==> src/rtl/rv_fetch_pkg.sv <==
// Shared fetch-stage types and constants.
// Latency: n/a (declarations only).
// Backpressure: n/a.
package rv_fetch_pkg;

    localparam int          FETCH_XLEN = 32;
    localparam logic [31:0] OPC_ECALL  = 32'h0000_0073;
    localparam logic [31:0] NOP        = 32'h0000_0013;

    // One fetched instruction together with the byte address it came from.
    typedef struct packed {
        logic [FETCH_XLEN-1:0] pc;
        logic [FETCH_XLEN-1:0] inst;
    } fetch_entry_t;

endpackage

==> src/rtl/fetch_unit_if.sv <==
// Fetch-stage bus: instruction-memory port, redirect input, decode handshake.
// Latency: n/a (wires only).
// Backpressure: decode stalls the stream by holding id_ready low.
interface fetch_unit_if #(
    parameter int ADDR_W = 6,
    parameter int XLEN   = 32
);
    logic [ADDR_W-1:0] imem_addr;
    logic [XLEN-1:0]   imem_data;
    logic              redirect_valid;
    logic [XLEN-1:0]   redirect_pc;
    logic              id_valid;
    logic              id_ready;
    logic [XLEN-1:0]   id_inst;
    logic [XLEN-1:0]   id_pc;
    logic              halted;

    // Fetch unit side.
    modport master (
        output imem_addr,
        input  imem_data,
        input  redirect_valid,
        input  redirect_pc,
        output id_valid,
        input  id_ready,
        output id_inst,
        output id_pc,
        output halted
    );

    // Memory / execute / decode side.
    modport slave (
        input  imem_addr,
        output imem_data,
        output redirect_valid,
        output redirect_pc,
        input  id_valid,
        output id_ready,
        input  id_inst,
        input  id_pc,
        input  halted
    );

endinterface

==> src/rtl/fetch_queue.sv <==
// Circular FIFO of fetch entries with synchronous clear.
// Latency: a pushed entry is visible at head the cycle after the push.
// Backpressure: full when DEPTH entries held; push and pop may coincide when full.
module fetch_queue
    import rv_fetch_pkg::*;
#(
    parameter int DEPTH = 2
) (
    input  logic         clk,
    input  logic         rst,
    input  logic         push,
    input  fetch_entry_t push_dat,
    input  logic         pop,
    input  logic         clear,
    output logic         full,
    output logic         empty,
    output fetch_entry_t head
);

    localparam int PTR_W = (DEPTH > 1) ? $clog2(DEPTH) : 1;
    localparam int CNT_W = PTR_W + 1;

    fetch_entry_t     mem_q [DEPTH];
    fetch_entry_t     mem_d [DEPTH];
    logic [PTR_W-1:0] wr_ptr_q, wr_ptr_d;
    logic [PTR_W-1:0] rd_ptr_q, rd_ptr_d;
    logic [CNT_W-1:0] count_q,  count_d;

    assign full  = (count_q == CNT_W'(DEPTH));
    assign empty = (count_q == '0);
    // Empty queue presents zeros rather than stale storage.
    assign head  = empty ? '0 : mem_q[rd_ptr_q];

    // Next-state: clear wins over push/pop; pointers wrap naturally (DEPTH is a power of two).
    always_comb begin
        mem_d    = mem_q;
        wr_ptr_d = wr_ptr_q;
        rd_ptr_d = rd_ptr_q;
        count_d  = count_q;
        if (clear) begin
            wr_ptr_d = '0;
            rd_ptr_d = '0;
            count_d  = '0;
        end else begin
            if (push) begin
                mem_d[wr_ptr_q] = push_dat;
                wr_ptr_d        = wr_ptr_q + 1'b1;
            end
            if (pop) begin
                rd_ptr_d = rd_ptr_q + 1'b1;
            end
            count_d = count_q + CNT_W'(push) - CNT_W'(pop);
        end
    end

    // Storage and pointer registers, all cleared by reset.
    always_ff @(posedge clk or posedge rst) begin
        if (rst) begin
            mem_q    <= '{default: '0};
            wr_ptr_q <= '0;
            rd_ptr_q <= '0;
            count_q  <= '0;
        end else begin
            mem_q    <= mem_d;
            wr_ptr_q <= wr_ptr_d;
            rd_ptr_q <= rd_ptr_d;
            count_q  <= count_d;
        end
    end

endmodule

==> src/rtl/fetch_unit.sv <==
// Instruction fetch: owns the PC, queues {pc, inst} pairs, hands them to decode.
// Latency: instruction appears on id_* the cycle after its address is driven.
// Backpressure: fetch stalls when the queue is full and decode is not accepting.
module fetch_unit
    import rv_fetch_pkg::*;
#(
    parameter int              ADDR_W   = 6,
    parameter int              XLEN     = 32,
    parameter logic [XLEN-1:0] RESET_PC = '0,
    parameter int              QDEPTH   = 2
) (
    input  logic         clk,
    input  logic         rst,
    fetch_unit_if.master bus
);

    logic [XLEN-1:0] pc_q, pc_d;
    logic            halted_q, halted_d;
    logic            deq, enq;
    logic            q_full, q_empty;
    fetch_entry_t    q_head;
    fetch_entry_t    new_entry;

    assign deq = bus.id_valid & bus.id_ready;
    assign enq = !bus.redirect_valid & !halted_q & (!q_full | deq);

    assign new_entry.pc   = pc_q;
    assign new_entry.inst = bus.imem_data;

    assign bus.imem_addr = pc_q[ADDR_W+1:2];
    assign bus.id_valid  = !q_empty;
    assign bus.id_inst   = q_head.inst;
    assign bus.id_pc     = q_head.pc;
    assign bus.halted    = halted_q;

    fetch_queue #(
        .DEPTH (QDEPTH)
    ) u_queue (
        .clk      (clk),
        .rst      (rst),
        .push     (enq),
        .push_dat (new_entry),
        .pop      (deq),
        .clear    (bus.redirect_valid),
        .full     (q_full),
        .empty    (q_empty),
        .head     (q_head)
    );

    // PC / halt next-state: redirect overrides everything, else advance on each enqueue.
    always_comb begin
        pc_d     = pc_q;
        halted_d = halted_q;
        if (bus.redirect_valid) begin
            pc_d     = bus.redirect_pc & ~XLEN'(3);
            halted_d = 1'b0;
        end else if (enq) begin
            pc_d = pc_q + XLEN'(4);
            if (bus.imem_data == OPC_ECALL) begin
                halted_d = 1'b1;
            end
        end
    end

    // PC and halt flag registers.
    always_ff @(posedge clk or posedge rst) begin
        if (rst) begin
            pc_q     <= RESET_PC;
            halted_q <= 1'b0;
        end else begin
            pc_q     <= pc_d;
            halted_q <= halted_d;
        end
    end

endmodule

==> src/flat_wrapper.sv <==
// flat-port wrapper written by rule: the top's interface ports become plain ports
module fetch_unit_flat import rv_fetch_pkg::*;
#(
    parameter int              ADDR_W   = 6,
    parameter int              XLEN     = 32,
    parameter logic [XLEN-1:0] RESET_PC = '0,
    parameter int              QDEPTH   = 2
)
  (clk, rst, bus_imem_addr, bus_imem_data, bus_redirect_valid, bus_redirect_pc, bus_id_valid, bus_id_ready, bus_id_inst, bus_id_pc, bus_halted);
  fetch_unit_if #(.ADDR_W(ADDR_W), .XLEN(XLEN)) bus_i ();
  input  logic clk;
  input  logic rst;
  output wire logic [$bits(bus_i.imem_addr)-1:0] bus_imem_addr;
  input wire logic [$bits(bus_i.imem_data)-1:0] bus_imem_data;
  input wire logic [$bits(bus_i.redirect_valid)-1:0] bus_redirect_valid;
  input wire logic [$bits(bus_i.redirect_pc)-1:0] bus_redirect_pc;
  output wire logic [$bits(bus_i.id_valid)-1:0] bus_id_valid;
  input wire logic [$bits(bus_i.id_ready)-1:0] bus_id_ready;
  output wire logic [$bits(bus_i.id_inst)-1:0] bus_id_inst;
  output wire logic [$bits(bus_i.id_pc)-1:0] bus_id_pc;
  output wire logic [$bits(bus_i.halted)-1:0] bus_halted;
  assign bus_imem_addr = bus_i.imem_addr;
  assign bus_i.imem_data = bus_imem_data;
  assign bus_i.redirect_valid = bus_redirect_valid;
  assign bus_i.redirect_pc = bus_redirect_pc;
  assign bus_id_valid = bus_i.id_valid;
  assign bus_i.id_ready = bus_id_ready;
  assign bus_id_inst = bus_i.id_inst;
  assign bus_id_pc = bus_i.id_pc;
  assign bus_halted = bus_i.halted;
  fetch_unit #(.ADDR_W(ADDR_W), .XLEN(XLEN), .RESET_PC(RESET_PC), .QDEPTH(QDEPTH)) u_core (.clk(clk), .rst(rst), .bus(bus_i));
endmodule
==> config.mk <==
export PLATFORM = sky130hd
export DESIGN_NAME = fetch_unit_flat
export DESIGN_NICKNAME = d
export VERILOG_FILES = /design/src/rtl/rv_fetch_pkg.sv /design/src/rtl/fetch_unit_if.sv /design/src/rtl/fetch_queue.sv /design/src/rtl/fetch_unit.sv /design/src/flat_wrapper.sv
export SDC_FILE = /design/constraint.sdc
export NUM_CORES = 1
export LEC_CHECK = 0
export BUFFER_PORTS_ARGS = -buffer_cell sky130_fd_sc_hd__clkbuf_2
export CAP_MARGIN = 15
export CELL_PAD_IN_SITES_DETAIL_PLACEMENT = 0
export CELL_PAD_IN_SITES_GLOBAL_PLACEMENT = 2
export CORE_ASPECT_RATIO = 1.25
export CORE_MARGIN = 10
export CORE_UTILIZATION = 35
export DETAILED_ROUTE_END_ITERATION = 6
export MAX_ROUTING_LAYER = met4
export PLACE_DENSITY_LB_ADDON = 0.1
export REMOVE_ABC_BUFFERS = 1
export SYNTH_ARGS = -nofsm -noshare
export SYNTH_HDL_FRONTEND = slang
export SYNTH_SLANG_ARGS = --single-unit
export TNS_END_PERCENT = 1
==> constraint.sdc <==
create_clock -name clk -period 8.8 [get_ports clk]
set_input_delay 1.76 -clock clk [delete_from_list [all_inputs] [get_ports clk]]
set_output_delay 1.76 -clock clk [all_outputs]
set_load 0.005 [all_outputs]
==> run metrics <==
Crit path max-delay family flip-flops; design area roughly 9200 sq um; I/O pin cnt between 100 and 150; area leader, netlist dfrtp_1; Placeable Area roughly 22000 sq um; Reg-to-Reg Start u_core.u_queue.count_q[1]; slew margin rel. 31.3%; CTS tree built; Cell Rows 60; synthesis-to-layout area growth 18.8%; Synth area leaders dfrtp_1, mux2_2, mux2i_1; Worst-path clk slew approximately 0.070 ns; Worst setup EP type output pin; worst reg2reg path depth 5; gpl congestion around 0.75; post-CTS setup buffers 0; Wirelength per Cell ~19 um; effective utilization at floorplan between 30% and 40%; DR vias/cell a little under 5; status complete, no violations; r2r endpoint u_core.u_queue.mem_q[118]; Final Hold Vio Count 0; top cell type's share of synthesized area around 50%; Buf+Inv Stages, Crit Path 2; DRT antenna net count 0; hold_sp u_core.u_queue.mem_q[78]; Mean Syn Cell Area about 12 sq um; Post-DP HPWL around 13000 um; Mapped Area a little under 8000 sq um; Yosys cell types 45; first-pass GRT wire length roughly 32000 um; Clock Latency Late Sink slightly above 0.4 ns; htree depth 4; Seq/Total Area, Yosys 51.5%; Port Buf Inserts approximately 140; fin nets slightly above 800; Seq cells post-synth 159; flop2flop setup slack roughly 5.8 ns; fin crit share about half; # fillers about 2100; First DRT Iteration DRCs 163; Worst Skew approximately 0.0074 ns; Leakage 4.02 nW; Max Slew Vio Count 0; slowest cell on the critical path dfrtp_4; DRC errors left 0; Placed Area 8560 sq um; CTS Hold Buffers Added 0; Max Fclk around 230 MHz; vias in the first global route 5742; DR pass1 iterations 4; Power Total 2.86 mW; PD cells approximately 310 nW/um^2; Max Root-Sink Buffers 2; DIE HEIGHT approximately 190 um; min-delay worst type register to register; commonest non-fill, non-tap cells in the layout dfrtp_1, clkbuf_2, mux2_2; clock sink count between 150 and 200; crit path cell chain buf_4, mux2i_1, nor2_1, clkbuf_2; setup violators final 0; Overall Global Routing Usage between 10% and 20%; critical path fanouts, max 36; hold endpoint u_core.u_queue.mem_q[78]; Resized cells post-CTS 0; initial antenna violation count 0; CTS buffer count 17; # diodes 0; RSZ-0062 raised after global routing false; data required time of the critical path ~7 ns; Startpoint Class register; cell count after synthesis approximately 640; Max VDD drop around 0.14 mV; Setup TNS 0 ns; vias post-DR 5151; Final min period around 4.3 ns; largest net degree at the start of global routing 93; Root Driver clkbuf_16; Core Util, Final 42.5%; Worst Hold Depth 1; synth warn 0; Post-Route WL roughly 20000 um; total die area 28500 sq um; CP max stage delay about 0.9 ns; Die W 153 um; measured slew at the worst slew-check pin about 1.0 ns; worst setup path category register to output pin; grt total ovfl 0; max cap viols 0; commonest non-fill, non-tap cell in the layout dfrtp_1; layout cells sized above 1 35.1%; Worst Path Arrival around 2.5 ns
## state kept, by name, summed over array words and instances (netlist names)
name / cells
u_core.u_queue.mem_q: 124
u_core.u_queue.wr_ptr_q: 1
u_core.u_queue.count_q: 2
u_core.bus.halted: 1
u_core.pc_q: 30
u_core.u_queue.rd_ptr_q: 1
## final cells by class
cell class / count / area (sq um) / area share (%)
multi-input combinational: 433 / 3490 / 37.9
clock buffer: 19 / 453 / 4.93
clock inverter: 13 / 176 / 1.92
timing repair buffer: 141 / 721 / 7.84
sequential: 159 / 3980 / 43.3
tap: 279 / 349 / 3.80
inverter: 4 / 20.0 / 0.218
## per-layer routing
| metal | vias to the layer above | part of all wire [%] | GRT usage, % |
|---|---|---|---|
| met1 | 2581 | 45 | 17.0 |
| met2 | 107 | 51 | 24.8 |
| li1 | 2454 | - | - |
| met3 | 9 | 2.8 | 2.78 |
| met5 | - | 0 | - |
| met4 | 0 | 0.85 | 3.21 |
## synth_stat cells
cell / number
and4_1: 2
nand3b_1: 1
clkbuf_8: 1
mux2_1: 45
nand4_2: 1
nor2b_1: 1
xnor2_1: 16
dlygate4sd1_1: 1
or3b_2: 1
nor4bb_1: 1
buf_1: 1
o21ai_0: 18
nor3b_4: 1
nor3_1: 5
nand2_2: 2
clkbuf_1: 11
nand2_1: 42
dfrtp_1: 159
nand3_4: 1
nor4_4: 5
mux2i_1: 63
a41oi_1: 1
or3_1: 2
nand3_1: 4
nor2_4: 1
nor2_1: 75
o21ai_1: 12
nor4_1: 5
mux2_2: 79
and2_1: 2
ha_1: 3
conb_1: 1
inv_1: 4
buf_6: 1
nor4b_1: 2
and4_2: 1
buf_2: 7
nor2_8: 1
and3_1: 4
nand4b_1: 1
xor2_1: 17
nand4_1: 14
buf_4: 20
nor4_2: 1
and2b_1: 1
## power breakdown
group / total [mW] / switching, mW / internal, mW
sequential: 1.19 / 0.186 / 1.00
combinational: 0.889 / 0.430 / 0.459
clock: 0.781 / 0.312 / 0.469
total: 2.86 / 0.928 / 1.93
## metrics by stage
step           instances  worst slack, ns  hold slack [ns]
4_1_cts             1048             4.44            0.488
3_3_place_gp        1016             4.13            0.466
5_1_grt             1048             4.36            0.495
2_1_floorplan        596             2.75            0.457
3_5_place_dp        1016             4.11            0.474
6_report            1048             4.54            0.484
## worst max path at each step
stage	cells past startpoint	endpoint	startpoint	slack (ns)
CTS	4	bus_id_pc[18]	u_core.u_queue.rd_ptr_q	4.44
finish	4	bus_id_pc[18]	u_core.u_queue.rd_ptr_q	4.54
detailed placement	6	u_core.u_queue.mem_q[120]	bus_redirect_valid	4.11
global route	4	bus_id_pc[18]	u_core.u_queue.rd_ptr_q	4.36
global placement	6	u_core.u_queue.mem_q[118]	bus_redirect_valid	4.13
floorplan	1	u_core.bus.halted	rst	2.75
## kinds of logic after synthesis
group | share of synthesized area, %
AO/OA/AOI/OAI | 2.06
XOR/XNOR | 3.74
adder cells (fa/ha/maj) | 0.485
buffers and inverters | 3.61
flip-flops | 51.5
multiplexers | 26.2
other | 0.0485
AND/OR/NAND/NOR | 12.4
No activity file was read; power rests on OpenSTA's default activity.
